<file path="src/rtl/uart_rx_uint32_hex.sv">
// ASCII hex number parser downstream of the UART byte receiver: accumulates up to
// MAX_DIGITS hex digits per field and presents each completed number on a valid/ack register.
module uart_rx_uint32_hex #(
  parameter int MAX_DIGITS = 8,
  parameter int TIMEOUT    = 160
) (
  input  logic        mclk,
  input  logic        reset,
  input  logic        baud_x4,
  input  logic [7:0]  data,
  input  logic        data_strobe,
  output logic [31:0] value,
  output logic [3:0]  digit_count,
  output logic        value_valid,
  input  logic        value_ack,
  output logic        error,
  output logic        overrun
);

  localparam int              TW   = $clog2(TIMEOUT + 1);
  localparam logic [3:0]      MAXD = 4'(MAX_DIGITS);
  localparam logic [TW-1:0]   TLIM = TW'(TIMEOUT);

  typedef enum logic [1:0] {S_IDLE, S_ACCUM, S_DISCARD} state_t;

  state_t         state_q, state_d;
  logic [31:0]    acc_q, acc_d;
  logic [3:0]     cnt_q, cnt_d;
  logic [TW-1:0]  sil_q, sil_d;
  logic [31:0]    value_q, value_d;
  logic [3:0]     dcnt_q, dcnt_d;
  logic           valid_q, valid_d;
  logic           err_q, err_d;
  logic           ovr_q, ovr_d;

  logic           is_num, is_alpha, is_dig, is_term, complete;
  logic [3:0]     nib;

  // Character classification; letters map to 10..15 via low nibble + 9.
  always_comb begin
    is_num   = (data >= 8'h30) && (data <= 8'h39);
    is_alpha = ((data >= 8'h41) && (data <= 8'h46)) ||
               ((data >= 8'h61) && (data <= 8'h66));
    is_dig   = is_num || is_alpha;
    nib      = data[3:0] + (is_alpha ? 4'd9 : 4'd0);
    is_term  = (data == 8'h0D) || (data == 8'h0A) ||
               (data == 8'h20) || (data == 8'h2C);
  end

  always_comb begin
    state_d  = state_q;
    acc_d    = acc_q;
    cnt_d    = cnt_q;
    sil_d    = sil_q;
    value_d  = value_q;
    dcnt_d   = dcnt_q;
    valid_d  = valid_q;
    err_d    = 1'b0;
    ovr_d    = 1'b0;
    complete = 1'b0;

    if (valid_q && value_ack) valid_d = 1'b0;
    if (state_q == S_IDLE) sil_d = '0;

    if (data_strobe) begin
      sil_d = '0;
      case (state_q)
        S_IDLE: begin
          if (is_dig) begin
            acc_d   = {28'd0, nib};
            cnt_d   = 4'd1;
            state_d = S_ACCUM;
          end else if (!is_term) begin
            err_d   = 1'b1;
            state_d = S_DISCARD;
          end
        end
        S_ACCUM: begin
          if (is_dig && (cnt_q < MAXD)) begin
            acc_d = {acc_q[27:0], nib};
            cnt_d = cnt_q + 4'd1;
          end else begin
            acc_d = '0;
            cnt_d = '0;
            if (is_term) begin
              complete = 1'b1;
              state_d  = S_IDLE;
            end else begin
              err_d   = 1'b1;
              state_d = S_DISCARD;
            end
          end
        end
        S_DISCARD: begin
          if (is_term) state_d = S_IDLE;
        end
        default: state_d = S_IDLE;
      endcase
    end else if (baud_x4 && (state_q != S_IDLE)) begin
      // Strobe-free tick: line silence; abandon the field once TIMEOUT is reached.
      if (sil_q + 1'b1 == TLIM) begin
        state_d = S_IDLE;
        acc_d   = '0;
        cnt_d   = '0;
        sil_d   = '0;
        err_d   = (state_q == S_ACCUM);
      end else begin
        sil_d = sil_q + 1'b1;
      end
    end

    // A same-cycle ack frees the holding register for the new number.
    if (complete) begin
      if (!valid_q || value_ack) begin
        value_d = acc_q;
        dcnt_d  = cnt_q;
        valid_d = 1'b1;
      end else begin
        ovr_d = 1'b1;
      end
    end
  end

  always_ff @(posedge mclk or posedge reset) begin
    if (reset) begin
      state_q <= S_IDLE;
      acc_q   <= '0;
      cnt_q   <= '0;
      sil_q   <= '0;
      value_q <= '0;
      dcnt_q  <= '0;
      valid_q <= 1'b0;
      err_q   <= 1'b0;
      ovr_q   <= 1'b0;
    end else begin
      state_q <= state_d;
      acc_q   <= acc_d;
      cnt_q   <= cnt_d;
      sil_q   <= sil_d;
      value_q <= value_d;
      dcnt_q  <= dcnt_d;
      valid_q <= valid_d;
      err_q   <= err_d;
      ovr_q   <= ovr_d;
    end
  end

  assign value       = value_q;
  assign digit_count = dcnt_q;
  assign value_valid = valid_q;
  assign error       = err_q;
  assign overrun     = ovr_q;

endmodule

</file>
<file path="config.mk">
export PLATFORM = sky130hd
export DESIGN_NAME = uart_rx_uint32_hex
export DESIGN_NICKNAME = d
export VERILOG_FILES = /design/src/rtl/uart_rx_uint32_hex.sv
export SDC_FILE = /design/constraint.sdc
export NUM_CORES = 1
export LEC_CHECK = 0
export CAP_MARGIN = 0
export CORE_MARGIN = 4
export CORE_UTILIZATION = 49
export DETAILED_ROUTE_END_ITERATION = 16
export PLACE_DENSITY_LB_ADDON = 0.15
export SLEW_MARGIN = 10
export SYNTH_ARGS = -nofsm -noshare
export SYNTH_HDL_FRONTEND = slang
export SYNTH_SLANG_ARGS = --single-unit
</file>
<file path="constraint.sdc">
create_clock -name mclk -period 2.8 [get_ports mclk]
set_clock_uncertainty 0.05 [all_clocks]
set_input_delay 0.7 -clock mclk [delete_from_list [all_inputs] [get_ports mclk]]
set_output_delay 0.7 -clock mclk [all_outputs]
set_load 0.03 [all_outputs]
</file>
==> results of run 1 <==
==> sequential cells by signal, indices dropped and copies added (netlist names) <==
name         flops
acc_q           32
cnt_q            4
digit_count      4
error            1
overrun          1
sil_q            8
state_q          2
value           32
value_valid      1
==> worst max-delay path, delay by kind of cell <==
kind | cells | cell delay (ns)
AOI/OAI and AO/OA | 3 | 0.32
muxes | 1 | 0.14
adders and majority gates | 1 | 0.20
and+or+nand+nor | 3 | 0.70
buffers and inverters | 2 | 0.60
==> power by group through the flow <==
stage	Combinational, mW	Sequential [mW]	Clock [mW]
6_report	0.198	1.33	0.787
3_3_place_gp	0.195	1.36	0
5_1_grt	0.226	1.34	0.851
4_1_cts	0.203	1.33	0.807
2_1_floorplan	0.122	1.34	0
3_5_place_dp	0.203	1.36	0
==> per-layer routing <==
layer | up-vias | track usage [%] | wire [um] | share of wire (%)
met5 | - | 0 | 0 | 0
met4 | 0 | 8.89 | 192 | 2.8
met3 | 16 | 4.10 | 224 | 3.2
met2 | 50 | 22.9 | 2920 | 42
met1 | 1217 | 25.2 | 3620 | 52
li1 | 1177 | - | - | -
==> cell usage after synthesis (3+ instances only) <==
master	count	area, sq um
a22o_1	30	263
mux2i_1	6	60.1
ha_1	4	50.1
nor2_1	11	41.3
dfrtp_1	85	2130
inv_1	10	37.5
nand4_1	3	18.8
buf_2	7	35.0
a21oi_1	6	30.0
mux2_1	36	405
buf_6	3	33.8
nand2_1	13	48.8
xor2_1	5	43.8
nand3_1	8	40.0
nor3_1	3	15.0
==> layout make-up <==
cell class                      count  area, sq um  area share [%]
Sequential cell                    85         2130            45.9
Multi-Input combinational cell    172         1460            31.6
Timing Repair Buffer               68          701            15.1
Clock buffer                       10          128            2.75
Tap cell                           99          124            2.67
Clock inverter                      6         47.5            1.03
Inverter                           11         45.0           0.972
==> worst paths after layout <==
check                                from         to  slack (ns)
worst max-delay path              data[3]   acc_q[3]        0.37
worst min-delay path            value[21]  value[21]        0.44
worst max register to register   sil_q[0]  acc_q[30]        0.52
worst min register to register  value[21]  value[21]        0.44
max in group asynchronous           reset   acc_q[1]        1.39
min in group asynchronous           reset    overrun        0.74
==> metrics by stage <==
step | cell area [sq um] | TNS (ns) | hold WS [ns] | setup WS, ns | util [%]
finish | 4640 | 0 | 0.443 | 0.366 | 63.2
global route | 4640 | 0 | 0.461 | 0.197 | 63.2
CTS | 4640 | 0 | 0.450 | 0.366 | 63.2
detailed placement | 4460 | -0.00644 | 0.430 | -0.00644 | 60.8
global placement | 4460 | 0 | 0.423 | 0.0419 | 60.8
floorplan | 3720 | 0 | 0.409 | 0.502 | -
==> layout by cell type (no fill, tap or decap), types with 3 or more instances in the layout <==
cell type and count:
nand3_1 8, clkinv_4 3, clkbuf_8 9, buf_12 5, buf_4 12, xor2_1 5
dfrtp_1 85, inv_1 9, a22o_1 30, mux2_1 36, nand2_1 13, nand4_1 3
ha_1 4, nor2_1 11, mux2i_1 6, a21oi_1 6, clkdlybuf4s50_1 51
==> logic make-up after synthesis <==
logic type / Yosys count
AOI/OAI and AO/OA: 62
xor gates and xnor gates: 7
adders and majority gates: 4
buffers and inverters: 24
DFF: 85
muxes: 43
and+or+nand+nor: 56
==> summary.md, run 1 <==
| Metric | Value |
|---|---|
| CP Class | in2reg |
| Number of buffers created by CTS | 9 |
| Maximum vdd drop | 0.000270 V |
| Gpl congestion | 0.764 |
| Root Driver | clkbuf_8 |
| Total power | 2.32 mW |
| Core area | 0.00733 sq mm |
| Rel. slew slack | 56.4% |
| Share of total power in sequential cells | 57.5% |
| Status | finished, final reports clean |
| Top FF cell, synth | dfrtp_1 |
| Worst setup SP type | input pin |
| Clock buffer depth | 2 |
| Combinational power share | 8.5% |
| Max-Cap Viols | 0 |
| WP data arrival | 2.66 ns |
| H-Tree Depth | 3 |
| Synth Area in Compound Gates | 14.4% |
| Hold Vio Cnt, Final | 0 |
| Final #Nets | 364 |
| Adder-cell share of the synthesized area | 1.35% |
| Filler cells | 592 |
| Critical path fanouts, max | 5 |
| Mux contribution to synthesized area | 12.8% |
| FFs w/ async S/R, synth | 100% |
| CTS tree | yes |
| Internal | 1.69 mW |
| Hold crit path type | reg2reg |
| Initial Util | 50.7% |
| Final cell count without fillers | 451 |
| Clk sinks | 85 |
| Worst-skew pair later-pin latency | 0.35 ns |
| Die H | 95.1 um |
| Critical path's most frequent cell | o211ai_1 |
| Routed wire length | 6.95 mm |
| NetSw | 0.625 mW |
| ANT cells | 0 |
| Worst path cell trace | clkdlybuf4s50_1, nor4b_4, nand3_1, inv_1, ha_1, nand4b_1, o211ai_1, o21bai_1, o211ai_1, mux2i_1 |
| Final min period | 2.43 ns |
| LEAKAGE | 2.21 nW |
| Net Sw Frac | 27.0% |
| Crit path largest cell delay | 0.52 ns |
| Number of global-route vias before repair | 2,406 |
| Ports | 52 |
| TritonRoute pass-1 iters | 4 |
| Slew @ Worst Pin | 0.652 ns |
| GR Overflow Total | 0 |
| Area Overhead vs Synth | 24.7% |
| Routed len/inst | 15.4 um |
| Die area | 0.00905 sq mm |
| XOR/XNOR Fraction of Synth Area | 1.65% |
| First-pass GRT wire length | 11.6 mm |
| Final Setup Violations | 0 |
| Num rows | 31 |
| Mapped Nets | 298 |
| Largest net degree at the start of global routing | 37 |
| Clock share of power | 33.9% |
| HPWL Detailed | 4.79 mm |
| Fin crit share | 86.9% |
| Synth Register Bits | 85 |
| CP endpoint kind | register |
| Die X | 95.1 um |
| Sequential fraction of the synthesis area | 57.2% |
| Synth Area in Simple Gates | 9.02% |
| Number of port buffers | 51 |
| CP required | 3.02 ns |
| Share of cells above drive strength 1 | 13.4% |
| Mapped Cells | 281 |
| Unique masters post-synth | 53 |
| PD cells | 500 mW/mm^2 |
| Mapped cell area | 0.00372 sq mm |
| Hold buffers post-CTS | 0 |
| DRT iter0 DRCs | 79 |
| Antenna Nets Post-Route | 0 |
| Via count | 2,460 |
| Max Freq | 411 MHz |
| Worst Hold Path Cells | 1 |
| Worst-case reg-to-reg path depth | 7 |
| Post-route DRC | 0 |
| Vias/cell | 5.45 |
| Reg clk slew, reported paths | 0.09 ns |
| Post-synth EDFFs | 0 |
| RSZ-0062 raised after global routing | false |
| Placed Cells | 435 |
| Synthesis Warnings | 0 |
| Max stage delay cell, worst path | clkdlybuf4s50_1 |
| Post-cts sizing count | 0 |
| Total GRT Usage | 17.0% |
| Slew Viols, Final | 0 |
| Largest family of logic cells by synthesized area | compound AO/OA/AOI/OAI gates |
| Initial antenna violation count | 0 |
| Syn_area_per_cell | 13.2 sq um |
| Post-CTS Setup Inserts | 0 |
No activity file was read; power rests on OpenSTA's default activity.
==> inputs of run 2 (changes only) <==
--- a/config.mk
+++ b/config.mk
@@ -9,6 +9,8 @@
 export CORE_MARGIN = 4
 export CORE_UTILIZATION = 49
 export DETAILED_ROUTE_END_ITERATION = 16
+export GPL_TIMING_DRIVEN = 1
+export HOLD_SLACK_MARGIN = 0.06
 export PLACE_DENSITY_LB_ADDON = 0.15
 export SLEW_MARGIN = 10
 export SYNTH_ARGS = -nofsm -noshare
==> constraint.sdc (replaced) <==
create_clock -name mclk -period 2.8 [get_ports mclk]
set_clock_uncertainty 0.05 [all_clocks]
set_input_delay 0.7 -clock mclk [delete_from_list [all_inputs] [get_ports mclk]]
set_output_delay 0.7 -clock mclk [all_outputs]
set_load 0.05 [all_outputs]
==> results of run 2 <==
Same layout as run 1 (identical final DEF). Status: finished, final reports clean.
==> inputs of run 3 (changes only) <==
--- a/config.mk
+++ b/config.mk
@@ -7,7 +7,7 @@
 export LEC_CHECK = 0
 export CAP_MARGIN = 0
 export CORE_MARGIN = 4
-export CORE_UTILIZATION = 49
+export CORE_UTILIZATION = 51
 export DETAILED_ROUTE_END_ITERATION = 16
 export GPL_TIMING_DRIVEN = 1
 export HOLD_SLACK_MARGIN = 0.06
==> constraint.sdc (replaced) <==
create_clock -name mclk -period 2.6 [get_ports mclk]
set_clock_uncertainty 0.05 [all_clocks]
set_input_delay 0.65 -clock mclk [delete_from_list [all_inputs] [get_ports mclk]]
set_output_delay 0.65 -clock mclk [all_outputs]
set_load 0.05 [all_outputs]
==> summary.md, run 3 (synthesis gave the netlist of run 1 again) <==
| Metric | Value |
|---|---|
| Final min period | 2.42 ns |
| Rel. slew slack | 61.2% (was 56.4%) |
| Die X | 93.4 um (was 95.1 um) |
| Die H | 93.4 um (was 95.1 um) |
| GR Overflow Total | 0 (unchanged) |
| Ports | 52 (unchanged) |
| Number of global-route vias before repair | 2,586 (was 2,406) |
| Die area | 0.00872 sq mm (was 0.00905 sq mm) |
| Hold Vio Cnt, Final | 0 (unchanged) |
| Clock share of power | 40.4% (was 33.9%) |
| Reg2reg start | sil_q[0] (unchanged) |
| Gpl congestion | 0.826 (was 0.764) |
| Share of cells above drive strength 1 | 13.6% (was 13.4%) |
| Most frequent cells in the layout | dfrtp_1 (85), clkdlybuf4s50_1 (51), mux2_1 (36) (unchanged) |
| CTS tree | yes (unchanged) |
| PD cells | 587 mW/mm^2 (was 501 mW/mm^2) |
| Area Overhead vs Synth | 26.8% (was 24.7%) |
| H-Tree Depth | 3 (unchanged) |
| Slew @ Worst Pin | 0.580 ns (was 0.652 ns) |
| Worst setup path start | data[3] (unchanged) |
| TritonRoute pass-1 iters | 4 (unchanged) |
| Num rows | 30 (was 31) |
| Hold crit path type | reg2reg (unchanged) |
| Final Setup Violations | 0 (unchanged) |
| R2r endpoint | acc_q[23] (was acc_q[30]) |
| First-pass GRT wire length | 12.4 mm (was 11.6 mm) |
| Number of port buffers | 51 (unchanged) |
| CP Class | in2reg (unchanged) |
| Post-cts sizing count | 0 (unchanged) |
| RSZ-0062 raised after global routing | false (unchanged) |
| Placed cell area | 0.00447 sq mm (was 0.00446 sq mm) |
| Post-CTS Setup Inserts | 0 (unchanged) |
| Via count | 2,484 (was 2,460) |
| Filler cells | 555 (was 592) |
| Initial Util | 53.5% (was 50.7%) |
| Root Driver | clkbuf_8 (unchanged) |
| Antenna Nets Post-Route | 0 (unchanged) |
| LEAKAGE | 2.25 nW (was 2.21 nW) |
| Routed wire length | 7.17 mm (was 6.95 mm) |
| Max Freq | 414 MHz |
| CP endpoint kind | register (unchanged) |
| Maximum vdd drop | 0.000307 V (was 0.000270 V) |
| Final worst-path setup slack | 0.184 ns (was 0.366 ns) |
| Most common cell after layout, fill and taps aside | dfrtp_1 (unchanged) |
| NetSw | 0.657 mW (was 0.630 mW) |
| Fin crit share | 92.9% |
| Net Sw Frac | 23.7% (was 27.1%) |
| Clock buffer depth | 2 (unchanged) |
| Initial antenna violation count | 0 (unchanged) |
| Largest net degree at the start of global routing | 38 (was 37) |
| Fin area | 0.00471 sq mm (was 0.00464 sq mm) |
| Pre-CTS WS | -0.224 ns (was -0.00644 ns) |
| Worst-skew pair later-pin latency | 0.34 ns (was 0.35 ns) |
| Setup slack, reg-to-reg | 0.33 ns (was 0.52 ns) |
| WP data arrival | 2.63 ns (was 2.66 ns) |
| Share of total power in sequential cells | 51.7% (was 57.4%) |
| Slew Viols, Final | 0 (unchanged) |
| CP endpoint | acc_q[3] (unchanged) |
| Critical path fanouts, max | 6 (was 5) |
| Reg clk slew, reported paths | 0.08 ns (was 0.09 ns) |
| Final #Nets | 364 (unchanged) |
| Number of buffers created by CTS | 9 (unchanged) |
| Combinational power share | 7.9% (was 8.7%) |
| Vias/cell | 5.54 (was 5.45) |
| Routed len/inst | 16.0 um (was 15.4 um) |
| Core area | 0.00694 sq mm (was 0.00733 sq mm) |
| Worst setup SP type | input pin (unchanged) |
| Status | finished, final reports clean (unchanged) |
| Max-Cap Viols | 0 (unchanged) |
| CP required | 2.82 ns (was 3.02 ns) |
| Post-route DRC | 0 (unchanged) |
| ANT cells | 0 (unchanged) |
| HPWL Detailed | 5.17 mm (was 4.79 mm) |
| Hold buffers post-CTS | 0 (unchanged) |
| Total power | 2.77 mW (was 2.32 mW) |
| Worst-case reg-to-reg path depth | 7 (unchanged) |
| Clk sinks | 85 (unchanged) |
| DRT iter0 DRCs | 86 (was 79) |
| Internal | 2.11 mW (was 1.69 mW) |
| Total GRT Usage | 18.1% (was 17.0%) |
## run 3: changes by cell type in the layout (fill, tap and decap cells not counted)
| cell | delta |
|---|---|
| buf_12 | +1 |
| buf_4 | -1 |
| bufinv_16 | +3 |
| clkbuf_1 | -1 |
| clkinv_4 | -1 |
| clkinvlp_4 | -1 |
## run 3: power by group through the flow
stage          clock [mW]  sequential [mW]  combinational, mW
6_report             1.12             1.43              0.219
5_1_grt              1.21             1.44              0.243
4_1_cts              1.14             1.43              0.224
3_5_place_dp            0             1.46              0.222
3_3_place_gp            0             1.46              0.213
2_1_floorplan           0             1.45              0.131
## run 3: worst max-delay path, cell delays in order
cell	delay, ns
clkdlybuf4s50_1	0.55
nor4b_4	0.36
nand3_1	0.15
inv_1	0.08
ha_1	0.20
nand4b_1	0.14
o211ai_1	0.11
o21bai_1	0.16
o211ai_1	0.10
mux2i_1	0.13
## run 3: routing by layer
metal,vias to the layer above,GRT usage (%),part of all wire (%)
met2,64,30.3,50
met3,4,4.18,4.3
met5,-,0,0
li1,1167,-,-
met1,1249,23.4,45
met4,0,5.74,0.67
## run 3: worst min-delay path by stage
stage | start | to | slack, ns | cells after the start
after global placement | value[31] | value[31] | 0.42 | 1
after CTS | value[20] | value[20] | 0.45 | 1
after floorplan | acc_q[28] | value[28] | 0.41 | 1
after detailed placement | value[20] | value[20] | 0.43 | 1
after global routing | value[20] | value[20] | 0.47 | 1
final | value[20] | value[20] | 0.44 | 1
## run 3: cell type report
cell class	instances	area (sq um)	area share [%]
sequential	85	2130	45.1
multi-input combinational	172	1460	31.1
timing repair buffer	68	713	15.1
clock buffer	9	124	2.63
clock inverter	7	121	2.57
tap	96	120	2.55
inverter	11	45.0	0.955
## run 3: through the flow
step / utilization (%) / TNS, ns / cells / hold WS (ns)
detailed placement: 64.4 / -7.36 / 432 / 0.430
finish: 67.9 / 0 / 448 / 0.442
global placement: 64.4 / -3.56 / 432 / 0.423
global route: 67.9 / 0 / 448 / 0.467
CTS: 67.9 / 0 / 448 / 0.449
floorplan: - / 0 / 281 / 0.409
